--- src/rtl/mem_pkg.sv ---
// Shared encodings for the load/store front end: access sizes, FSM states,
// memory depth and the alignment rule.
package mem_pkg;

  localparam int WORDS = 128;

  localparam logic [1:0] SIZE_B = 2'b00;
  localparam logic [1:0] SIZE_H = 2'b01;
  localparam logic [1:0] SIZE_W = 2'b10;

  typedef enum logic [1:0] {
    ST_IDLE   = 2'd0,
    ST_ACCESS = 2'd1,
    ST_WRITE  = 2'd2,
    ST_RESP   = 2'd3
  } state_t;

  // Size 2'b11 is illegal and is folded into the misaligned path.
  function automatic logic is_aligned(input logic [1:0] size, input logic [1:0] lo);
    case (size)
      SIZE_B:  is_aligned = 1'b1;
      SIZE_H:  is_aligned = ~lo[0];
      SIZE_W:  is_aligned = (lo == 2'b00);
      default: is_aligned = 1'b0;
    endcase
  endfunction

endpackage

--- src/rtl/mem_access_if.sv ---
// Request/response channel between the datapath (master) and the load/store unit (slave).
// Handshake: a request transfers on the rising edge where req_valid && req_ready;
// resp_valid is a one-cycle pulse with no back-pressure.
interface mem_access_if #(parameter int ADDR_W = 9);
  logic              req_valid;
  logic              req_ready;
  logic              req_we;
  logic [1:0]        req_size;
  logic              req_unsigned;
  logic [ADDR_W-1:0] req_addr;
  logic [31:0]       req_wdata;
  logic              resp_valid;
  logic [31:0]       resp_rdata;
  logic              resp_err;

  modport master (
    output req_valid, req_we, req_size, req_unsigned, req_addr, req_wdata,
    input  req_ready, resp_valid, resp_rdata, resp_err
  );

  modport slave (
    input  req_valid, req_we, req_size, req_unsigned, req_addr, req_wdata,
    output req_ready, resp_valid, resp_rdata, resp_err
  );
endinterface

--- src/rtl/mem_access_unit_align.sv ---
// Stateless lane logic: little-endian extraction/extension for loads and
// lane merge into the fetched word for sub-word stores.
module lsu_align
  import mem_pkg::*;
(
  input  logic [1:0]  size_i,
  input  logic        uns_i,
  input  logic [1:0]  lane_i,
  input  logic [31:0] word_i,
  input  logic [31:0] wdata_i,
  output logic [31:0] load_o,
  output logic [31:0] merged_o
);

  logic [4:0]  byte_sh;
  logic [4:0]  half_sh;
  logic [7:0]  byte_val;
  logic [15:0] half_val;

  always_comb begin
    byte_sh  = {lane_i, 3'b000};
    half_sh  = {lane_i[1], 4'b0000};
    byte_val = 8'(word_i >> byte_sh);
    half_val = 16'(word_i >> half_sh);

    case (size_i)
      SIZE_B:  load_o = uns_i ? {24'h0, byte_val} : {{24{byte_val[7]}}, byte_val};
      SIZE_H:  load_o = uns_i ? {16'h0, half_val} : {{16{half_val[15]}}, half_val};
      default: load_o = word_i;
    endcase

    case (size_i)
      SIZE_B:  merged_o = (word_i & ~(32'h0000_00FF << byte_sh)) |
                          ({24'h0, wdata_i[7:0]} << byte_sh);
      SIZE_H:  merged_o = (word_i & ~(32'h0000_FFFF << half_sh)) |
                          ({16'h0, wdata_i[15:0]} << half_sh);
      default: merged_o = wdata_i;
    endcase
  end

endmodule

--- src/rtl/mem_access_unit.sv ---
// Load/store front end for a word-only data memory: one request at a time,
// read-modify-write for sub-word stores, misaligned requests answered with err.
module mem_access_unit
  import mem_pkg::*;
#(
  parameter int ADDR_W = 9
) (
  input  logic              clk,
  input  logic              rst,
  mem_access_if.slave       bus,
  output logic              mem_wea,
  output logic [ADDR_W-3:0] mem_addra,
  output logic [31:0]       mem_dina,
  output logic [ADDR_W-3:0] mem_addrb,
  input  logic [31:0]       mem_doutb,
  output state_t            state_o
);

  state_t            state_q, state_d;
  logic              we_q, uns_q, err_q;
  logic [1:0]        size_q;
  logic [ADDR_W-1:0] addr_q;
  logic [31:0]       wdata_q, merged_q, rdata_q;
  logic [31:0]       load_data, merged_data;
  logic              accept;
  logic              req_aligned;

  assign req_aligned = is_aligned(bus.req_size, bus.req_addr[1:0]);
  assign accept      = bus.req_valid && bus.req_ready;

  lsu_align u_align (
    .size_i   (size_q),
    .uns_i    (uns_q),
    .lane_i   (addr_q[1:0]),
    .word_i   (mem_doutb),
    .wdata_i  (wdata_q),
    .load_o   (load_data),
    .merged_o (merged_data)
  );

  always_ff @(posedge clk) begin
    if (rst) state_q <= ST_IDLE;
    else     state_q <= state_d;
  end

  always_comb begin
    state_d = state_q;
    case (state_q)
      ST_IDLE:   if (bus.req_valid) state_d = req_aligned ? ST_ACCESS : ST_RESP;
      ST_ACCESS: state_d = (we_q && size_q != SIZE_W) ? ST_WRITE : ST_RESP;
      ST_WRITE:  state_d = ST_RESP;
      ST_RESP:   state_d = ST_IDLE;
      default:   state_d = ST_IDLE;
    endcase
  end

  // Write enable is gated by rst so an in-flight store is dropped on reset.
  always_comb begin
    bus.req_ready  = (state_q == ST_IDLE) && !rst;
    bus.resp_valid = (state_q == ST_RESP) && !rst;
    bus.resp_rdata = rdata_q;
    bus.resp_err   = err_q;
    mem_addra      = addr_q[ADDR_W-1:2];
    mem_addrb      = addr_q[ADDR_W-1:2];
    mem_dina       = (state_q == ST_WRITE) ? merged_q : wdata_q;
    mem_wea        = !rst && (((state_q == ST_ACCESS) && we_q && (size_q == SIZE_W)) ||
                              (state_q == ST_WRITE));
    state_o        = state_q;
  end

  always_ff @(posedge clk) begin
    if (rst) begin
      we_q     <= 1'b0;
      uns_q    <= 1'b0;
      size_q   <= SIZE_B;
      addr_q   <= '0;
      wdata_q  <= '0;
      merged_q <= '0;
      rdata_q  <= '0;
      err_q    <= 1'b0;
    end else begin
      if (accept) begin
        we_q    <= bus.req_we;
        uns_q   <= bus.req_unsigned;
        size_q  <= bus.req_size;
        addr_q  <= bus.req_addr;
        wdata_q <= bus.req_wdata;
        rdata_q <= '0;
        err_q   <= !req_aligned;
      end
      if (state_q == ST_ACCESS) begin
        if (!we_q) rdata_q <= load_data;
        merged_q <= merged_data;
      end
    end
  end

endmodule

--- src/flat_wrapper.sv ---
// flat-port wrapper written by rule: the top's interface ports become plain ports
module mem_access_unit_flat import mem_pkg::*;
#(
  parameter int ADDR_W = 9
)
  (clk, rst, mem_wea, mem_addra, mem_dina, mem_addrb, mem_doutb, state_o, bus_req_valid, bus_req_we, bus_req_size, bus_req_unsigned, bus_req_addr, bus_req_wdata, bus_req_ready, bus_resp_valid, bus_resp_rdata, bus_resp_err);
  mem_access_if #(.ADDR_W(ADDR_W)) bus_i ();
  input  logic clk;
  input  logic rst;
  output logic mem_wea;
  output logic [ADDR_W-3:0] mem_addra;
  output logic [31:0] mem_dina;
  output logic [ADDR_W-3:0] mem_addrb;
  input  logic [31:0] mem_doutb;
  output state_t state_o;
  input wire logic [$bits(bus_i.req_valid)-1:0] bus_req_valid;
  input wire logic [$bits(bus_i.req_we)-1:0] bus_req_we;
  input wire logic [$bits(bus_i.req_size)-1:0] bus_req_size;
  input wire logic [$bits(bus_i.req_unsigned)-1:0] bus_req_unsigned;
  input wire logic [$bits(bus_i.req_addr)-1:0] bus_req_addr;
  input wire logic [$bits(bus_i.req_wdata)-1:0] bus_req_wdata;
  output wire logic [$bits(bus_i.req_ready)-1:0] bus_req_ready;
  output wire logic [$bits(bus_i.resp_valid)-1:0] bus_resp_valid;
  output wire logic [$bits(bus_i.resp_rdata)-1:0] bus_resp_rdata;
  output wire logic [$bits(bus_i.resp_err)-1:0] bus_resp_err;
  assign bus_i.req_valid = bus_req_valid;
  assign bus_i.req_we = bus_req_we;
  assign bus_i.req_size = bus_req_size;
  assign bus_i.req_unsigned = bus_req_unsigned;
  assign bus_i.req_addr = bus_req_addr;
  assign bus_i.req_wdata = bus_req_wdata;
  assign bus_req_ready = bus_i.req_ready;
  assign bus_resp_valid = bus_i.resp_valid;
  assign bus_resp_rdata = bus_i.resp_rdata;
  assign bus_resp_err = bus_i.resp_err;
  mem_access_unit #(.ADDR_W(ADDR_W)) u_core (.clk(clk), .rst(rst), .bus(bus_i), .mem_wea(mem_wea), .mem_addra(mem_addra), .mem_dina(mem_dina), .mem_addrb(mem_addrb), .mem_doutb(mem_doutb), .state_o(state_o));
endmodule
--- config.mk ---
export PLATFORM = sky130hd
export DESIGN_NAME = mem_access_unit_flat
export DESIGN_NICKNAME = d
export VERILOG_FILES = /design/src/rtl/mem_pkg.sv /design/src/rtl/mem_access_if.sv /design/src/rtl/mem_access_unit_align.sv /design/src/rtl/mem_access_unit.sv /design/src/flat_wrapper.sv
export SDC_FILE = /design/constraint.sdc
export NUM_CORES = 1
export LEC_CHECK = 0
export BUFFER_PORTS_ARGS = -buffer_cell sky130_fd_sc_hd__buf_2
export CAP_MARGIN = 20
export CORE_MARGIN = 1
export CORE_UTILIZATION = 48
export DETAILED_ROUTE_END_ITERATION = 10
export GPL_TIMING_DRIVEN = 0
export PLACE_DENSITY = 0.86
export REMOVE_ABC_BUFFERS = 1
export SYNTH_ARGS = -nofsm -noshare
export SYNTH_HDL_FRONTEND = slang
export SYNTH_SLANG_ARGS = --single-unit
--- constraint.sdc ---
create_clock -name clk -period 1.91 [get_ports clk]
set_input_delay 0.382 -clock clk [delete_from_list [all_inputs] [get_ports clk]]
set_output_delay 0.382 -clock clk [all_outputs]
set_load 0.05 [all_outputs]
==> results.txt <==
* Number of clock sinks seen by CTS: 112
- Counting flops with a built-in enable in the synthesized netlist gives 0.
- From bottom edge to top edge, the die measures around 110 um.
- Leakage power: 3.469 nW
* First-pass GRT wire length: 31.15 mm
- Count of endpoints failing setup in the final report: 33
* Area of the die: ~13,000 um^2
- Path class of the lowest-slack min-delay path: in2reg
- Entering global routing, the biggest net connects 97 pins.
* Clock insertion delay at the later pin of the skew report: 0.36 ns
- Maximum fanout encountered on the critical timing path: 8
* Worst reg2reg path endpoint: u_core.bus.resp_rdata[13]
- Of the total synthesized cell area, the portion taken by full adders, half adders and majority gates is 0.01035.
- The H-tree was split into 3 levels.
* Violated checks: setup timing
- Number of port buffers: 163
- Count of antenna diodes in the layout: 0
* Mux contribution to synthesized area: 0.1174
- The worst path in the final design needs a cycle of 2.064 ns, including I/O delays and setup.
- The largest single stage delay on the critical path is 0.36 ns.
* Maximum frequency from static timing analysis: a little under 500 MHz
* X dimension of the die: 114.2 um
* Async set-or-reset flop fraction in the synthesized netlist: 0
* Synth-to-layout area growth: 33.30%
- After global routing the overflow that remains totals 0.
- Cell depth of the worst min-delay path: 3
* Fraction of layout instances using a drive strength above 1: 0.3475
- Seq cells post-synth: roughly 110
- Cell breakdown of the critical path: inv_4 > ha_4 > buf_6 > buf_16 > mux2_4 > buf_8
* Core Area: 12,160 um^2
* Final nets: 927
- Compound-cell area share of the yosys netlist: 0.2042
- Critical path capture point type: output port
* DRC marker count from the first detailed-route iteration: 492
- Top-Level Pins: 164
- In this run the most critical hold path is launched from bus_req_wdata[27].
* Number of antenna violations at the first check in global routing: 0
- After technology mapping, the gate count stands at 711.
* Number of buffers created by CTS: 9
- The congestion estimate from routability-driven global placement came to between 0.8 and 0.9.
- The Yosys step of the flow raised 0 warnings.
- The count of pins over their slew limit is 0.
- For this configuration, the core starts out at a cell density of 0.4968.
- In the global route stage, overall resource usage came out at 0.3164.
- In this run the register-to-register setup slack is 0.03 ns.
- Worst R2R Path Depth: 5
- Setup repair after global routing could not meet its margin everywhere.
* HPWL Detailed: between 10 and 15 mm
* Beginning of the worst register-to-register path: u_core.addr_q[1]
* Setup WS post-layout: -0.1540 ns
- Counting along the longest clock path gives a buffer depth of 2.
- CTS root buffer: sky130_fd_sc_hd__clkbuf_16
- Syn Std Cell Area: 6042 um^2
- Setup CP Type: reg2out
- Via count of the routed design: between 6,000 and 7,000
* Register clock-pin slew on the reported worst setup and hold paths: 0.08 ns
- Max-cap violations in this run came to 0.
- The number of global-route vias before repair is 5,745.
- Via density: 5.967
- Router iterations before antenna repair: 8
* Routed wirelength normalized by instance count: 20.39 um
- Hold Buf Count CTS: 0
* Kind of start point of the critical path: register
* CP Launch Point: u_core.state_o[0]
- For this run, the register share of the synthesized area comes to 0.3711.
- The worst pin sits at a relative slew slack of 0.4841.
* Rows: 40
* Fillcell total: 992
- The completed layout was analyzed and its total power is roughly 14 mW.
- STA puts the critical path data required time at 1.53 ns.
- Hold timing on the final database bottoms out at a slack of 0.2031 ns.
* Residual antenna-violating net count after detailed routing: 0
- Number of distinct standard cells referenced by the synthesized netlist: 50
- In the synthesized netlist the dominant register cell turns out to be sky130_fd_sc_hd__dfxtp_1.
- Hold Crit Endpoint: u_core.wdata_q[27]
- Power density of the placed cells: 1722 nW/um^2
- For the pin with the worst max-slew slack, the measured transition is 0.7739 ns.
- Maximum ir drop on the vdd rail: roughly 0.91 mV
- Of the total synthesized cell area, the portion taken by AND, OR, NAND and NOR gates is 0.2259.
- Data arrival time of the worst path: between 1.5 and 2 ns
- Worst Skew: between 0.008 and 0.009 ns
- Result of the run: finished, violations left
- Final hold vios: 0
- Of the total synthesized cell area, the portion taken by XOR and XNOR cells is 0.
- Largest family of logic cells by synthesized area: simple AND/OR/NAND/NOR gates
- Setup Slack @ Placement: -0.8789 ns
* DR DRC count: 0
- Cell type of the slowest stage on the worst timing path: sky130_fd_sc_hd__dfxtp_4
- TritonCTS built the clock tree.
* Per-instance average area after synthesis: 8.498 um^2
- Summed over all layers, the routed wires come to 20.67 mm.
- Crit share post-route: 1.081
## report_power, final
group          internal, mW  switching, mW  total [mW]  leakage (nW)
clock                  1.05          0.858        1.90         0.139
sequential             3.16          0.692        3.85         0.924
combinational          3.03           5.08        8.11          2.41
## cells in the final DEF (no fill, tap or decap), drive strengths merged, types with 2 or more instances in the layout
cell    instances
buf           194
nand2         141
dfxtp         112
a21oi          64
nor2           63
mux2           55
nand3b         46
a311oi         25
a22o           16
a22oi          16
a211oi         12
clkbuf         12
mux2i           9
nor3            9
o21ai           9
a222oi          8
a221oi          8
nor2b           7
or4             6
inv             6
nand2b          5
ha              5
nor3b           2
o31ai           2
a21o            2
or2             2
## cells in the mapped netlist (all sizes together), types with 6 or more instances
library cell	number	area [um^2]
o21ai	9	45.04
a221oi	8	95.09
nor3	9	55.05
nand2	141	531.8
dfxtp	112	2242
a21oi	64	331.6
mux2	55	619.4
nor2	61	239.0
nand3b	46	349.1
mux2i	9	90.09
nor2b	7	43.79
a22oi	16	120.1
a22o	16	140.1
a211oi	12	90.09
a311oi	25	269.0
clkbuf	29	108.9
a222oi	8	80.08
or4	6	56.30
buf	47	297.8
inv	6	22.52
## worst max-delay path, delay by kind of cell (launching register included)
family / cells / cell delay, ns
adder cells (fa/ha/maj): 1 / 0.14
flip-flops: 1 / 0.36
buffers and inverters: 4 / 0.50
multiplexers: 1 / 0.32
## area by class of cell
cell class | instances | area [um^2] | share of cell area
Clock buffer | 12 | 246.5 | 0.03060
Clock inverter | 3 | 42.54 | 0.005282
Tap cell | 168 | 210.2 | 0.02610
Multi-Input combinational cell | 519 | 3666 | 0.4552
Inverter | 6 | 25.02 | 0.003107
Sequential cell | 112 | 2262 | 0.2809
Timing Repair Buffer | 194 | 1602 | 0.1989
## how the worst max path moves through the flow
stage                                     to  slack [ns]  depth (start not counted)
finish                          mem_dina[20]       -0.15                          6
global route                    mem_dina[22]       -0.19                          6
CTS                             mem_dina[31]       -0.14                          6
detailed placement  u_core.bus.resp_rdata[7]       -0.88                          6
global placement           u_core.wdata_q[3]       -3.09                          6
floorplan                            mem_wea       -1.62                          5
## through the flow
| step | cell area, um^2 | TNS [ns] | instances | utilization |
|---|---|---|---|---|
| floorplan | 5635 | -158.63 | 635 | - |
| global placement | 6661 | -286.63 | 966 | 0.5477 |
| detailed placement | 6835 | -70.71 | 973 | 0.5620 |
| CTS | 7960 | -4.532 | 1010 | 0.6545 |
| global route | 8054 | -5.733 | 1014 | 0.6622 |
| finish | 8054 | -4.600 | 1014 | 0.6622 |
## routing by layer
metal / GRT usage / share of wire / routed length [um] / vias to the layer above
met4: 0.1290 / 0.035 / 732 / 0
met3: 0.08364 / 0.093 / 1916 / 72
met2: 0.5366 / 0.48 / 9887 / 327
met5: 0 / 0 / 0 / -
met1: 0.3799 / 0.39 / 8137 / 2853
li1: - / - / - / 2799
## state kept, by name, indices dropped and copies added, names as in the netlist
register               flops
u_core.addr_q              9
u_core.bus.resp_err        1
u_core.bus.resp_rdata     32
u_core.merged_q           32
u_core.size_q              2
u_core.state_o             2
u_core.uns_q               1
u_core.wdata_q            32
u_core.we_q                1
## cells by family (layout without fill, tap and decap cells)
kind of cell             count (synthesis)  count (layout)
AND/OR/NAND/NOR                        282             284
AO/OA/AOI/OAI                          166             166
adder cells (fa/ha/maj)                  5               5
multiplexers                            64              64
flip-flops                             112             112
buffers and inverters                   82             215
## repair_timing
| action | CTS | global route |
|---|---|---|
| cloned | 5 | 0 |
| endpoints found under the setup margin | 145 | 113 |
| pin swaps | 4 | 1 |
| endpoints found under the hold margin | 0 | 0 |
| resized for setup | 166 | 17 |
| buffers inserted | 18 | 5 |
Note: power is estimated with default switching activity, not from simulation.
